$ cat src/rtl/dmem_block_mover_if.sv
// Bundle of the block mover's command/status handshake and its data-memory port.
// The slave side is the mover itself; the master side is the requester plus the memory.
interface dmem_block_mover_if #(
  parameter int ADDR_W = 4,
  parameter int DATA_W = 8
);
  logic              start;
  logic              op;
  logic [ADDR_W-1:0] src;
  logic [ADDR_W-1:0] dst;
  logic [ADDR_W:0]   len;
  logic [DATA_W-1:0] fill_val;
  logic              busy;
  logic              done;
  logic              err;
  logic [DATA_W-1:0] sum;
  logic              mem_e;
  logic              mem_we;
  logic [ADDR_W-1:0] mem_addr;
  logic [DATA_W-1:0] mem_wdata;
  logic [DATA_W-1:0] mem_rdata;

  modport master (
    output start, op, src, dst, len, fill_val, mem_rdata,
    input  busy, done, err, sum, mem_e, mem_we, mem_addr, mem_wdata
  );

  modport slave (
    input  start, op, src, dst, len, fill_val, mem_rdata,
    output busy, done, err, sum, mem_e, mem_we, mem_addr, mem_wdata
  );
endinterface

$ cat src/rtl/dmem_block_mover.sv
// Data-memory block mover: copies or fills len bytes one at a time in ascending order,
// accumulating a byte sum of everything written. All outputs come straight from flops.
module dmem_block_mover #(
  parameter int ADDR_W = 4,
  parameter int DATA_W = 8
) (
  input  logic                clk,
  input  logic                rst_n,
  dmem_block_mover_if.slave   bus
);

  typedef enum logic [1:0] {
    IDLE = 2'd0,
    RD   = 2'd1,
    WR   = 2'd2,
    FIN  = 2'd3
  } state_t;

  localparam logic [ADDR_W:0] MAX_LEN  = {1'b1, {ADDR_W{1'b0}}};
  localparam logic [ADDR_W:0] ZERO_LEN = {(ADDR_W+1){1'b0}};
  localparam logic [ADDR_W:0] ONE_LEN  = {{ADDR_W{1'b0}}, 1'b1};

  state_t            state_r, state_s;
  logic              op_r, op_s;
  logic [ADDR_W-1:0] src_r, src_s;
  logic [ADDR_W-1:0] dst_r, dst_s;
  logic [ADDR_W:0]   len_r, len_s;
  logic [ADDR_W:0]   i_r, i_s, i_inc_s;
  logic [DATA_W-1:0] fill_r, fill_s;
  logic [DATA_W-1:0] sum_r, sum_s;
  logic              err_r, err_s;
  logic              busy_r, done_r, mem_e_r, mem_we_r;
  logic [ADDR_W-1:0] mem_addr_r, mem_addr_s;
  logic [DATA_W-1:0] mem_wdata_r, mem_wdata_s;

  // Next-state decode; memory outputs are computed for the state being entered so they can be registered.
  always_comb begin
    state_s     = state_r;
    op_s        = op_r;
    src_s       = src_r;
    dst_s       = dst_r;
    len_s       = len_r;
    i_s         = i_r;
    fill_s      = fill_r;
    sum_s       = sum_r;
    err_s       = err_r;
    mem_addr_s  = mem_addr_r;
    mem_wdata_s = mem_wdata_r;
    i_inc_s     = i_r + ONE_LEN;

    case (state_r)
      IDLE: begin
        if (bus.start) begin
          op_s   = bus.op;
          src_s  = bus.src;
          dst_s  = bus.dst;
          len_s  = bus.len;
          fill_s = bus.fill_val;
          sum_s  = {DATA_W{1'b0}};
          i_s    = {(ADDR_W+1){1'b0}};
          if (bus.len == ZERO_LEN) begin
            state_s = FIN;
            err_s   = 1'b0;
          end else if (bus.len > MAX_LEN) begin
            state_s = FIN;
            err_s   = 1'b1;
          end else if (bus.op) begin
            state_s     = WR;
            err_s       = 1'b0;
            mem_addr_s  = bus.dst;
            mem_wdata_s = bus.fill_val;
          end else begin
            state_s    = RD;
            err_s      = 1'b0;
            mem_addr_s = bus.src;
          end
        end else begin
          state_s = IDLE;
        end
      end
      RD: begin
        // The read byte lands directly in the write-data flop, which doubles as the data register.
        state_s     = WR;
        mem_addr_s  = dst_r + i_r[ADDR_W-1:0];
        mem_wdata_s = bus.mem_rdata;
      end
      WR: begin
        sum_s = sum_r + mem_wdata_r;
        i_s   = i_inc_s;
        if (i_inc_s == len_r) begin
          state_s = FIN;
        end else if (op_r) begin
          state_s     = WR;
          mem_addr_s  = dst_r + i_inc_s[ADDR_W-1:0];
          mem_wdata_s = fill_r;
        end else begin
          state_s    = RD;
          mem_addr_s = src_r + i_inc_s[ADDR_W-1:0];
        end
      end
      FIN: begin
        state_s = IDLE;
      end
      default: begin
        state_s = IDLE;
      end
    endcase
  end

  // State, latched command and registered outputs.
  always_ff @(posedge clk or negedge rst_n) begin
    if (!rst_n) begin
      state_r     <= IDLE;
      op_r        <= 1'b0;
      src_r       <= {ADDR_W{1'b0}};
      dst_r       <= {ADDR_W{1'b0}};
      len_r       <= {(ADDR_W+1){1'b0}};
      i_r         <= {(ADDR_W+1){1'b0}};
      fill_r      <= {DATA_W{1'b0}};
      sum_r       <= {DATA_W{1'b0}};
      err_r       <= 1'b0;
      busy_r      <= 1'b0;
      done_r      <= 1'b0;
      mem_e_r     <= 1'b0;
      mem_we_r    <= 1'b0;
      mem_addr_r  <= {ADDR_W{1'b0}};
      mem_wdata_r <= {DATA_W{1'b0}};
    end else begin
      state_r     <= state_s;
      op_r        <= op_s;
      src_r       <= src_s;
      dst_r       <= dst_s;
      len_r       <= len_s;
      i_r         <= i_s;
      fill_r      <= fill_s;
      sum_r       <= sum_s;
      err_r       <= err_s;
      busy_r      <= (state_s != IDLE);
      done_r      <= (state_s == FIN);
      mem_e_r     <= (state_s == RD) || (state_s == WR);
      mem_we_r    <= (state_s == WR);
      mem_addr_r  <= mem_addr_s;
      mem_wdata_r <= mem_wdata_s;
    end
  end

  assign bus.busy      = busy_r;
  assign bus.done      = done_r;
  assign bus.err       = err_r;
  assign bus.sum       = sum_r;
  assign bus.mem_e     = mem_e_r;
  assign bus.mem_we    = mem_we_r;
  assign bus.mem_addr  = mem_addr_r;
  assign bus.mem_wdata = mem_wdata_r;

endmodule

$ cat src/flat_wrapper.sv
// flat-port wrapper written by rule: the top's interface ports become plain ports
module dmem_block_mover_flat 
#(
  parameter int ADDR_W = 4,
  parameter int DATA_W = 8
)
  (clk, rst_n, bus_start, bus_op, bus_src, bus_dst, bus_len, bus_fill_val, bus_mem_rdata, bus_busy, bus_done, bus_err, bus_sum, bus_mem_e, bus_mem_we, bus_mem_addr, bus_mem_wdata);
  dmem_block_mover_if #(.ADDR_W(ADDR_W), .DATA_W(DATA_W)) bus_i ();
  input  logic clk;
  input  logic rst_n;
  input wire logic [$bits(bus_i.start)-1:0] bus_start;
  input wire logic [$bits(bus_i.op)-1:0] bus_op;
  input wire logic [$bits(bus_i.src)-1:0] bus_src;
  input wire logic [$bits(bus_i.dst)-1:0] bus_dst;
  input wire logic [$bits(bus_i.len)-1:0] bus_len;
  input wire logic [$bits(bus_i.fill_val)-1:0] bus_fill_val;
  input wire logic [$bits(bus_i.mem_rdata)-1:0] bus_mem_rdata;
  output wire logic [$bits(bus_i.busy)-1:0] bus_busy;
  output wire logic [$bits(bus_i.done)-1:0] bus_done;
  output wire logic [$bits(bus_i.err)-1:0] bus_err;
  output wire logic [$bits(bus_i.sum)-1:0] bus_sum;
  output wire logic [$bits(bus_i.mem_e)-1:0] bus_mem_e;
  output wire logic [$bits(bus_i.mem_we)-1:0] bus_mem_we;
  output wire logic [$bits(bus_i.mem_addr)-1:0] bus_mem_addr;
  output wire logic [$bits(bus_i.mem_wdata)-1:0] bus_mem_wdata;
  assign bus_i.start = bus_start;
  assign bus_i.op = bus_op;
  assign bus_i.src = bus_src;
  assign bus_i.dst = bus_dst;
  assign bus_i.len = bus_len;
  assign bus_i.fill_val = bus_fill_val;
  assign bus_i.mem_rdata = bus_mem_rdata;
  assign bus_busy = bus_i.busy;
  assign bus_done = bus_i.done;
  assign bus_err = bus_i.err;
  assign bus_sum = bus_i.sum;
  assign bus_mem_e = bus_i.mem_e;
  assign bus_mem_we = bus_i.mem_we;
  assign bus_mem_addr = bus_i.mem_addr;
  assign bus_mem_wdata = bus_i.mem_wdata;
  dmem_block_mover #(.ADDR_W(ADDR_W), .DATA_W(DATA_W)) u_core (.clk(clk), .rst_n(rst_n), .bus(bus_i));
endmodule
$ cat config.mk
export PLATFORM = sky130hd
export DESIGN_NAME = dmem_block_mover_flat
export DESIGN_NICKNAME = d
export VERILOG_FILES = /design/src/rtl/dmem_block_mover_if.sv /design/src/rtl/dmem_block_mover.sv /design/src/flat_wrapper.sv
export SDC_FILE = /design/constraint.sdc
export NUM_CORES = 1
export LEC_CHECK = 0
export BUFFER_PORTS_ARGS = -buffer_cell sky130_fd_sc_hd__buf_4
export CAP_MARGIN = 20
export CORE_MARGIN = 8
export CORE_UTILIZATION = 62
export CTS_BUF_LIST = sky130_fd_sc_hd__clkbuf_2 sky130_fd_sc_hd__clkbuf_4 sky130_fd_sc_hd__clkbuf_8
export DETAILED_ROUTE_END_ITERATION = 10
export GPL_TIMING_DRIVEN = 0
export HOLD_SLACK_MARGIN = 0.03
export MAX_ROUTING_LAYER = met4
export PLACE_DENSITY = 0.95
export SLEW_MARGIN = 25
export SYNTH_ARGS = -nofsm -noshare
export SYNTH_HDL_FRONTEND = slang
export SYNTH_SLANG_ARGS = --single-unit
export TNS_END_PERCENT = 20
$ cat constraint.sdc
create_clock -name clk -period 5 [get_ports clk]
set_input_delay 0.25 -clock clk [delete_from_list [all_inputs] [get_ports clk]]
set_output_delay 0.25 -clock clk [all_outputs]
set_load 0.005 [all_outputs]
# [After elaboration in Yosys (flattened, before gate mapping)]
# Index checks and enable logic that the tools add are counted.
[classes] add_sub_neg=5 n_mul=0 n_div=0 n_lt_le_gt_ge=1 eq_ne=13 n_shift=0 n_mux=27 bitwise_logic=0 reduce_logical=10
[ops] op="8-bit two-way mux" count=7
[ops] op="4-bit two-way mux" count=6
[ops] op="8-bit one-hot mux with 3 select lines" count=1
[ops] op="8-bit one-hot mux with 2 select lines" count=1
[ops] op="4-bit adder" count=3
[ops] op="2-bit two-way mux" count=6
[ops] op="4-bit one-hot mux with 3 select lines" count=1
[ops] op="2-bit != test (second input constant)" count=5
[ops] op="5-bit one-hot mux with 2 select lines" count=1
[ops] op="8-bit adder" count=1
[ops] op="2-bit == test (second input constant)" count=4
[ops] op="2-bit one-hot mux with 4 select lines" count=1
[ops] op="7-bit AND reduction" count=1
[ops] op="5-bit by 1-bit adder with 5-bit output (second input constant)" count=1
[ops] op="5-bit == test" count=1
[ops] op="5-bit > comparator (second input constant)" count=1
[ops] op="5-bit zero test" count=1
[ops] op="5-bit two-way mux" count=1
[ops] op="5-bit AND reduction" count=1
[ops] op="2-bit by 1-bit == test with 1-bit output (second input constant)" count=2
[ops] op="2-bit AND reduction" count=2
[ops] op="2-bit nonzero test" count=2
[ops] op="3-bit nonzero test" count=1
[ops] op="2-bit zero test" count=1
[ops] op="3 further kinds" count=4
[totals] register_bits=54 latch_bits=0 ramBits=0 romBits=0 inputBits=33 mem_count=0

# [Depth between registers and ports, before layout]
# Gate-level depths: netlist of run 1.
[logic_depth] ltp_word=7 depth_mapped=10

# [Worst setup path before layout of run 1]
# Ideal clock, no wire load.
[synth_path] path_type="register -> register" from="register u_core.i_r[0]" to="register u_core.mem_wdata_r[0] (netlist: u_core.bus.mem_wdata[0])" t_arrival_ns=2.041 required_time_ns=4.875 setup_slack_ns=2.834 path_stages_with_launch=9 n_path_buf=1 synth_period_minus_slack_ns=2.166 path_cell_list="dfrtp_1 ha_1 xor2_1 xor2_1 nor4b_4 a21oi_2 and2_4 buf_6 mux2_4"
[synth_via] elab_chain_len=4
[synth_lines] item="start: declaration" line="dmem_block_mover.sv:28" source="logic [ADDR_W:0] i_r, i_s, i_inc_s;"
[synth_lines] item="start signal: assignment" line="dmem_block_mover.sv:118" source="i_r <= {(ADDR_W+1){1'b0}};"
[synth_lines] item="start signal: assignment" line="dmem_block_mover.sv:134" source="i_r <= i_s;"
[synth_lines] item="5-bit by 1-bit adder with 5-bit output" line="dmem_block_mover.sv:49" source="i_inc_s = i_r + ONE_LEN;"
[synth_lines] item="5-bit == test" line="dmem_block_mover.sv:90" source="if (i_inc_s == len_r) begin"
[synth_lines] item="2-bit != test (no source line)"
[synth_lines] item="7-bit AND reduction (no source line)"
[synth_lines] item="end signal: assignment" line="dmem_block_mover.sv:127" source="mem_wdata_r <= {DATA_W{1'b0}};"
[synth_lines] item="end signal: assignment" line="dmem_block_mover.sv:143" source="mem_wdata_r <= mem_wdata_s;"
[synth_lines] item="end: declaration" line="dmem_block_mover.sv:34" source="logic [DATA_W-1:0] mem_wdata_r, mem_wdata_s;"
# Every way passes these cells.
# A chain may end at the register's enable or synchronous reset.

# [Worst setup path after layout of run 1]
[layout_path] from="register u_core.i_r[0]" to="register u_core.mem_e_r (netlist: u_core.bus.mem_e)"
[layout_via] elab_chain_len=6 word_cells_on_any_way=7 classes_between="add/sub (1); eq/ne (3); mux (2); reduce/logical (1)"
[layout_lines] item="5-bit by 1-bit adder with 5-bit output (*)" line="dmem_block_mover.sv:49"
[layout_lines] item="5-bit == test (*)" line="dmem_block_mover.sv:90"
[layout_lines] item="2-bit two-way mux (*)" line="dmem_block_mover.sv:90"
[layout_lines] item="2-bit one-hot mux with 4 select lines (*)" line="dmem_block_mover.sv:51" source="case (state_r)"
[layout_lines] item="2-bit by 1-bit == test with 1-bit output / 2-bit == test (equally long branches)" line="dmem_block_mover.sv:140" source="mem_e_r <= (state_s == RD) || (state_s == WR);"
[layout_lines] item="1-bit logical OR (*)" line="dmem_block_mover.sv:140"
[layout_lines] item="end signal: assignment" line="dmem_block_mover.sv:140"
[layout_lines] item="end: declaration" line="dmem_block_mover.sv:32" source="logic busy_r, done_r, mem_e_r, mem_we_r;"
# Every way passes the cells marked *; elsewhere a longest branch is shown, timed or not.

==> results.md, run 1 <==
- Status: finished clean
- Pin count of the biggest net entering global routing: 55
- WP data required: 5.25 ns
- Clock-pin slew on the worst setup and hold paths: approximately 0.090 ns
- Min cycle time layout: 2.70 ns
- Bufs on Longest Clock Path: 2
- Worst-skew pair later-pin latency: roughly 0.32 ns
- Largest cells by area after synthesis: dfrtp_1 43%, mux2_2 9.3%, ha_1 8.4%
- Routed wire length: 7.77 mm
- Die area: 7590 µm²
- Max Fclk: 0.371 GHz
- Root Driver: clkbuf_8
- Main synth FF type: dfrtp_1
- Slew @ Worst Pin: 0.704 ns
- Gr usage total: 21.6%
- CTS Sinks: between 50 and 60
- Startpoint types: flop
- Final worst path period share: 53.9%
- # rows: 26
- HPWL Detailed: 5.82 mm
- Average cell area after synthesis: 11.0 µm²
- Peak VDD IR: between 0.0003 and 0.0004 V
- Min-delay worst type: in -> reg
- First-pass GRT wire length: 12.5 mm
- WP data arrival: ~3.0 ns
- Pre-CTS setup slack: 2.49 ns
- Max-cap violations: 0
- Most frequent cell after synthesis: dfrtp_1
- Most frequent cells after synthesis: 54 x dfrtp_1, 26 x mux2_2, 21 x a21oi_1, 21 x ha_1, 19 x nand2_1
- FFs w/ async S/R, synth: 100%
- Initial antenna violation count: 0
- Core area: 4980 µm²
- GP Congestion: 0.871
- Via/cell ratio: 5.92
- Drc violations: 0
- Final worst slack: roughly 2.3 ns
- ANT nets after route: 0
- CTS tree: yes
- Syn Nets: 342
- Number of I/O pins: 58
- RSZ-0062 raised after global routing: no
- Area Overhead vs Synth: 20.2%
- Post-CTS Resized: 0
- Clk_skew: 0.0143 ns
- Post-synthesis cell area: 3140 µm²
- Number of nets in the layout: 407
- # setup viols final: 0
- Fin. max-slew vios: 0
- Drt pass-1 iters: 5
- Crit path kind: reg -> reg
- Drt wl/cell: 18.5 µm
- P per Cell Area: ~700 nW/µm²
- Die Y: 87.1 µm
- Post-synth EDFFs: 0
- Initial DRC Count: ~170
- # diodes: 0
- Slew HR: between 50 and 60%
- IO Port Bufs: 57
- Die width: about 87 µm
- Share of layout cells above drive strength 1: 30.5%
- Crit-path max FO: 7
- Flops & latches, synth: 54
- H-tree Lvls: 2
- Final Hold Fails: 0
- Synth Warn #: 0
- Vias: 2493
- Share of the yosys chip area belonging to registers: 43.1%
- Total grt overflow: 0
- Setup TNS: 0 ns
- # fillers: just under 300
- Top-area cell type share of the netlist area: 43.1%
- Crit end category: flop
- Buffer count from post-CTS setup fixing: 0
- Starting density of the core: 63.0%
- Yosys cell types: 42
- Pleak: around 1.8 nW
- Cts hold-fix bufs: 1
- TritonCTS buffer count: 5
- Gate Count Post-Synth: roughly 290
- Leading area contributor after synthesis: dfrtp_1
- Vias in the first global route: between 2000 and 3000
[final cells by class]
| cell class | count | area [µm²] | area share [%] |
|---|---|---|---|
| clock buffers | 5 | 68.8 | 1.83 |
| repair buffers | 58 | 438 | 11.6 |
| inverters | 15 | 56.3 | 1.49 |
| plain buffers | 13 | 56.3 | 1.49 |
| flip-flops and latches | 54 | 1350 | 35.8 |
| multi-input cells | 203 | 1670 | 44.3 |
| well taps | 70 | 87.6 | 2.32 |
| clock inverters | 3 | 40.0 | 1.06 |
[critical path, stage by stage, from the launching register on]
cell,delay [ns]
dfrtp_1,0.53
ha_1,0.33
xor2_1,0.38
xor2_1,0.18
nor4b_4,0.46
a211oi_1,0.13
o22ai_1,0.30
ha_1,0.29
inv_1,0.05
[worst paths after layout]
kind | from | end | slack, ns | depth (start not counted)
setup / recovery | u_core.i_r[0] | u_core.bus.mem_e | 2.30 | 8
hold / removal | bus_src[0] | u_core.src_r[0] | 0.18 | 2
max in group asynchronous | rst_n | u_core.fill_r[3] | 4.02 | 2
min in group asynchronous | rst_n | u_core.bus.mem_addr[3] | 0.52 | 2
hold reg to reg | u_core.src_r[0] | u_core.src_r[0] | 0.51 | 1
setup reg to reg | u_core.i_r[0] | u_core.bus.mem_e | 2.30 | 8
[sequential cells by signal, summed over array words and instances, names as in the netlist, 2 cells and up]
| register | count |
|---|---|
| u_core.bus.mem_wdata | 8 |
| u_core.bus.sum | 8 |
| u_core.fill_r | 8 |
| u_core.i_r | 5 |
| u_core.len_r | 5 |
| u_core.bus.mem_addr | 4 |
| u_core.dst_r | 4 |
| u_core.src_r | 4 |
| u_core.state_r | 2 |
[stage by stage]
step / instances / instance area (µm²) / total power, W / util (%) / hold slack (ns)
after floorplan: 285 / 3140 / 0.00182 / - / -0.0456
after global placement: 412 / 3650 / 0.00218 / 73.4 / 0.324
after detailed placement: 412 / 3650 / 0.00228 / 73.4 / 0.333
after CTS: 421 / 3770 / 0.00259 / 75.7 / 0.172
after global routing: 421 / 3770 / 0.00276 / 75.7 / 0.168
final: 421 / 3770 / 0.00259 / 75.7 / 0.178
[cells by family after synthesis]
| kind of cell | after synthesis | synth area share, % |
|---|---|---|
| flip-flops | 54 | 43.1 |
| AO/OA/AOI/OAI | 68 | 13.8 |
| XOR/XNOR | 20 | 6.03 |
| multiplexers | 38 | 14.4 |
| AND/OR/NAND/NOR | 53 | 8.78 |
| adder cells (fa/ha/maj) | 24 | 10.3 |
| buffers and inverters | 28 | 3.59 |
[metal layers]
| metal | global-route usage (%) | vias up | wire length [µm] |
|---|---|---|---|
| li1 | - | 1134 | - |
| met1 | 24.7 | 1229 | 3140 |
| met2 | 36.0 | 104 | 3990 |
| met3 | 3.49 | 26 | 386 |
| met4 | 10.9 | 0 | 253 |
| met5 | - | - | 0 |
[where the power goes]
| group | internal, W | total (W) | switching [W] |
|---|---|---|---|
| sequential | 0.000640 | 0.000806 | 0.000166 |
| combinational | 0.000755 | 0.00149 | 0.000740 |
| clock | 0.000148 | 0.000293 | 0.000146 |
[placed cells by master, fill, tap and decap left out, drive strengths merged, types with 5 or more instances in the layout]
cell type | netlist | routed
a211oi | 5 | 5
a21oi | 22 | 22
a22oi | 11 | 11
buf | 2 | 59
clkbuf | 11 | 16
dfrtp | 54 | 54
ha | 21 | 21
inv | 15 | 15
mux2 | 34 | 34
nand2 | 19 | 19
nor2 | 13 | 13
o21ai | 15 | 15
xnor2 | 10 | 10
xor2 | 9 | 9
(Power assumes the default switching activity.)
==> run 2: changes to the inputs <==
Settings changed: ABC_AREA set to 1, CORE_UTILIZATION 62 to 53, PLACE_DENSITY 0.95 to 0.88.
Clock period 5 ns to 2.3 ns, I/O delays scaled along.
==> run 2 against run 1 <==
Via count is 26% higher. Sequential power rose by 110%. Synthesized cell count grew 49%. Clock skew down 0.0072 ns. Critical path type unchanged. Critical endpoint unchanged. Largest power group unchanged.
==> results.md, run 2 <==
- Critical Path Sink: u_core.bus.mem_e
- GRT met1 Usage: 25.0%
- First-pass GRT wire length: 14.5 mm
- Status: finished clean
- WP data arrival: 2.33 ns
- Initial antenna violation count: 0
- Drt pass-1 iters: 5
- Share of total power in combinational logic: 57.6%
- # rows: 28
- Startpoint types: flop
- Clock share of power: 9.7%
- Starting density of the core: 55.1%
- Final Hold Fails: 0
- Sequential power share: about 33%
- Worst reg-to-reg setup slack: approximately 0.18 ns
- Pin count of the biggest net entering global routing: 55
- Share of the yosys chip area belonging to registers: 41.2%
- TritonCTS buffer count: 5
- FFs w/ async S/R, synth: 100%
- Average cell area after synthesis: 7.73 µm²
- Synth Warn #: 0
- Vias: 3134
- Min cycle time layout: 2.12 ns
- P per Cell Area: 1290 nW/µm²
- Gate Count Post-Synth: between 400 and 500
- Top-area cell type share of the netlist area: 41.2%
- Crit-path max FO: 10
- Post-synthesis cell area: between 3000 and 4000 µm²
- Most frequent cell after synthesis: nand2_1
- IO Port Bufs: 56
- Clk_skew: a little over 0.007 ns
- Peak VDD IR: 0.000643 V
- Core area: about 6000 µm²
- Commonest non-fill, non-tap cell in the layout: nand2_1
- Post-synth EDFFs: 0
- Fin area: 4070 µm²
- Flops & latches, synth: 54
- Most frequent cells in the layout: 150 x nand2_1, 61 x buf_4, 51 x dfrtp_1
- Yosys cell types: 32
- Leading area contributor after synthesis: dfrtp_1
- Crit path from: u_core.i_r[0]
- Gr busiest metal: met2
- Root Driver: clkbuf_8
- Gr usage total: 20.6%
- Worst flop-to-flop path endpoint: u_core.bus.mem_e
- Number of I/O pins: slightly below 60
- Syn Nets: 482
- # setup viols final: 0
- Pwr Total: 0.00526 W
- Sw Ratio: ~46%
- Slew HR: 55.4%
- Drt wl/cell: 14.9 µm
- CTS Sinks: 54
- Max-cap violations: 0
- Via/cell ratio: 5.39
- Internal Pwr Total: 0.00282 W
- Util after Layout: around 70%
- Bufs on Longest Clock Path: 2
- Crit path kind: reg -> reg
- Setup TNS: 0 ns
- Clock-pin slew on the worst setup and hold paths: around 0.10 ns
- Slew @ Worst Pin: 0.670 ns
- Crit end category: flop
- H-tree Lvls: 2
- Fin. max-slew vios: 0
- Worst-skew pair later-pin latency: 0.30 ns
- ANT nets after route: 0
- Largest cells by area after synthesis: dfrtp_1 41%, nand2_1 17%, ha_1 8.0%
- # diodes: 0
- Worst r2r src: u_core.i_r[0]
- WP data required: 2.51 ns
- Vias in the first global route: 3136
- Min-delay worst type: in -> reg
- Total grt overflow: 0
- GP Congestion: ~0.96
- Routed wire length: ~8.7 mm
- Max Fclk: roughly 0.47 GHz
- Worst Reg-to-Reg Cells: 13
- CTS tree: yes
- Drc violations: 0
- Final worst slack: 0.179 ns
- Psw: 0.00244 W
- HPWL Detailed: around 6.5 mm
- Cell Area, Placed: 3800 µm²
- Pre-CTS setup slack: 0.0361 ns
- Main synth FF type: dfrtp_1
- Initial DRC Count: about 180
- Die width: between 90 and 100 µm
- Met3 Track Usage GR: ~2.2%
- Most frequent cells after synthesis: 150 x nand2_1, 54 x dfrtp_1, 34 x inv_1, 26 x a21oi_1, 26 x o21ai_0
- Share of layout cells above drive strength 1: 21.3%
- Area Overhead vs Synth: 23.8%
- Die area: 8970 µm²
- Die Y: 94.7 µm
- M2 GR Usage: 34.2%
- RSZ-0062 raised after global routing: no
- Pleak: 2.18 nW
- Number of nets in the layout: 563
- Final worst path period share: 92.2%
-- run 2: changes by cell type after synthesis, sizes merged, moves of 8 or more --
| cell | change |
|---|---|
| nand2 | +143 |
| mux2 | -34 |
| a22oi | -9 |
| xnor2 | -8 |
| nand3 | +17 |
| o21ai | +14 |
| nor2 | +9 |
| nand4 | +13 |
| inv | +28 |
-- run 2: layout make-up --
class                   instances  area, µm²
flip-flops and latches         54       1360
clock buffers                   5       68.8
fillers                       488       1890
multi-input cells             315       1720
plain buffers                  13       66.3
well taps                      75       93.8
clock inverters                 2       15.0
inverters                      43        161
repair buffers                 74        588
-- run 2: how the worst min path moves through the flow --
stage                             endpoint  cells after the start        from
after floorplan            u_core.bus.busy                      0       rst_n
after global placement    u_core.bus.mem_e                      1       rst_n
after detailed placement  u_core.bus.mem_e                      1       rst_n
after CTS                  u_core.len_r[3]                      3  bus_len[3]
after global routing       u_core.len_r[3]                      3  bus_len[3]
final                      u_core.len_r[0]                      3  bus_len[0]
-- run 2: cells by family after synthesis --
kind of cell | share of synthesized area, %
AOI/OAI and AO/OA | 11.2
xor gates and xnor gates | 1.07
adders and majority gates | 9.83
buffers and inverters | 6.94
DFF | 41.2
and+or+nand+nor | 29.8
-- run 2: repair_timing --
item,CTS,global route
buffers inserted,0,5
endpoints found under the setup margin,0,4
hold buffers,13,0
hold endpoints to repair,66,0
gates resized for setup,0,4
-- run 2: critical path: stages (launching register included) --
cell	delay [ns]
dfrtp_2	0.46
ha_4	0.29
inv_1	0.08
nand2_1	0.09
nand4_1	0.14
nor2_4	0.13
nand4_4	0.12
buf_6	0.18
nand2_4	0.06
nand2_2	0.06
nand2_2	0.08
inv_2	0.04
ha_1	0.26
inv_1	0.03
-- run 2: layer usage --
| metal | vias to the layer above | share of wire, % |
|---|---|---|
| met3 | 23 | 3.9 |
| met5 | - | 0 |
| li1 | 1535 | - |
| met4 | 0 | 2.8 |
| met1 | 1488 | 43 |
| met2 | 88 | 50 |
-- run 2: power groups by stage --
stage / logic (W) / registers [W] / clock network, W
CTS: 0.00293 / 0.00171 / 0.000524
floorplan: 0.00196 / 0.00166 / 0
finish: 0.00303 / 0.00172 / 0.000512
global route: 0.00343 / 0.00176 / 0.000567
detailed placement: 0.00289 / 0.00172 / 0
global placement: 0.00278 / 0.00171 / 0
-- run 2: metrics by stage --
step / hold slack, ns / instances
after floorplan: -0.181 / 425
after global routing: 0.0332 / 581
final: 0.0288 / 581
after global placement: 0.196 / 556
after detailed placement: 0.202 / 556
after CTS: 0.0307 / 576
==> run 3: changes to the inputs <==
Settings changed: BUFFER_PORTS_ARGS -buffer_cell sky130_fd_sc_hd__buf_4 to -buffer_cell sky130_fd_sc_hd__buf_2, CORE_UTILIZATION 53 to 35, PLACE_DENSITY 0.88 to 0.65.
==> run 3 against run 2 <==
Wire length grew 0.68%. Clock-buffer cell count grew 1. Combinational power decreased by 6.9%. Clock skew increased by 0.0012 ns. Register-to-register slack got worse by 0.06 ns. Sequential share of layout area increased by 0.97 points. Utilization down 25 points. Die area grew 42%. Maximum frequency down 2.5%. Critical path type unchanged. Highest routed layer unchanged.
==> results.md, run 3 (same netlist as run 2, synthesis figures left out) <==
- WP data required: 2.52 ns
- Vias in the first global route: 3114
- Sequential cell area: 1360 µm²
- Worst flop-to-flop path endpoint: u_core.bus.mem_e
- Crit path from: u_core.i_r[0]
- Core area: 9150 µm²
- GP Congestion: 0.921
- Drt wl/cell: 14.2 µm
- Drt pass-1 iters: 4
- Crit end category: flop
- Slew HR: a little over half
- Status: finished clean
- Vias: 3012
- Final Hold Fails: 0
- First-pass GRT wire length: 14.7 mm
- Total grt overflow: 0
- Area Overhead vs Synth: 20.3%
- Gr usage total: 14.5%
- Worst reg-to-reg setup slack: 0.12 ns
- Clock share of power: a little under an eighth
- Number of I/O pins: 58
- Root Driver: clkbuf_8
- Critical Path Sink: u_core.bus.mem_e
- Sequential power share: 33.6%
- CTS Sinks: 54
- Slew @ Worst Pin: 0.707 ns
- Via/cell ratio: 4.91
- Drc violations: 0
- Most frequent cells in the layout: 150 x nand2_1, 57 x buf_2, 51 x dfrtp_1
- Die Y: 113 µm
- HPWL Detailed: 6.67 mm
- Worst-skew pair later-pin latency: 0.31 ns
- Initial DRC Count: 137
- Area occupied by multi-input gates: 1720 µm²
- CTS tree: yes
- Starting density of the core: 35.9%
- Setup TNS: 0 ns
- Worst Reg-to-Reg Cells: 13
- Pin count of the biggest net entering global routing: 55
- ANT nets after route: 0
- Cells after DPL: 592
- # setup viols final: 0
- Crit path kind: reg -> reg
- Max Fclk: between 0.4 and 0.5 GHz
- # rows: 35
- # diodes: 0
- # fillers: 913
- Share of total power in combinational logic: 54.9%
- P per Cell Area: 1300 nW/µm²
- Crit-path max FO: 10
- Bufs on Longest Clock Path: 2
- Clk_skew: 0.00826 ns
- Clock-pin slew on the worst setup and hold paths: 0.11 ns
- Fin. max-slew vios: 0
- TritonCTS buffer count: 5
- Number of nets in the layout: 558
- H-tree Lvls: 2
- Buffer count from post-CTS setup fixing: 0
- Share of layout cells above drive strength 1: 20.7%
- Fin cells: 613
- Peak VDD IR: between 0.0005 and 0.0006 V
- Initial antenna violation count: 0
- Worst r2r src: u_core.i_r[0]
- Internal Pwr Total: between 0.002 and 0.003 W
- Max-cap violations: 0
- Die width: around 110 µm
- Final worst path period share: 94.6%
- Min cycle time layout: 2.18 ns
- Die area: between 10000 and 15000 µm²
- Sw Ratio: a little under half
- Psw: 0.00243 W
- RSZ-0062 raised after global routing: no
- IO Port Bufs: between 50 and 60
- Commonest non-fill, non-tap cell in the layout: nand2_1
- Startpoint types: flop
- Min-delay worst type: in -> reg
- WP data arrival: 2.40 ns
- Pleak: 2.13 nW
- Routed wire length: 8.73 mm
run 3: worst min path at each step:
stage                    start                 to  slack, ns  cells past startpoint
2_1_floorplan            rst_n    u_core.bus.busy      -0.18                      0
3_3_place_gp   bus_fill_val[5]   u_core.fill_r[5]       0.33                      3
3_5_place_dp             rst_n  u_core.bus.sum[3]       0.22                      1
4_1_cts             bus_len[2]    u_core.len_r[2]       0.04                      3
5_1_grt             bus_len[2]    u_core.len_r[2]       0.04                      3
6_report            bus_len[2]    u_core.len_r[2]       0.03                      3
run 3: metrics by stage:
step | power [W] | setup slack [ns] | hold WS, ns | instance area, µm² | utilization (%)
2_1_floorplan | 0.00362 | 0.307 | -0.181 | 3280 | -
3_3_place_gp | 0.00442 | 0.00899 | 0.326 | 3700 | 40.5
3_5_place_dp | 0.00451 | -0.0000118 | 0.221 | 3700 | 40.5
4_1_cts | 0.00514 | 0.00379 | 0.0369 | 3940 | 43.0
5_1_grt | 0.00565 | 0.0106 | 0.0407 | 3950 | 43.2
6_report | 0.00513 | 0.124 | 0.0344 | 3950 | 43.2
run 3: final cells by class:
class,count,area share (%)
multi-input combinational,315,43.5
sequential,54,34.3
timing repair buffer,69,10.5
inverter,43,4.09
tap,111,3.52
clock buffer,6,2.09
buffer,13,1.68
clock inverter,2,0.412
run 3: metal layers:
layer / GRT usage, % / routed length, µm
met1: 17.1 / 3930
met2: 23.9 / 4240
met3: 2.02 / 288
met4: 6.84 / 270
met5: - / 0
run 3: power groups by stage:
stage	sequential, W	combinational (W)	clock (W)
after global placement	0.00171	0.00271	0
after detailed placement	0.00173	0.00278	0
after global routing	0.00179	0.00322	0.000644
final	0.00172	0.00282	0.000587
after CTS	0.00171	0.00282	0.000608
after floorplan	0.00166	0.00196	0
run 3: timing repair:
action / 4_1_cts / 5_1_grt
hold endpoints to repair: 66 / 0
hold buffers: 13 / 0
gates resized for setup: 1 / 3
gates cloned: 0 / 0
pin swaps: 0 / 0
setup endpoints to repair: 1 / 5
run 3: worst max-delay path, stage by stage (launching register included):
cell and delay [ns]:
dfrtp_2 0.50, ha_4 0.31, inv_1 0.09, nand2_1 0.09, nand4_1 0.14, nor2_4 0.13, nand4_4 0.12, buf_6 0.18
nand2_4 0.05, nand2_2 0.05, nand2_2 0.08, inv_2 0.05, ha_1 0.26, inv_1 0.03
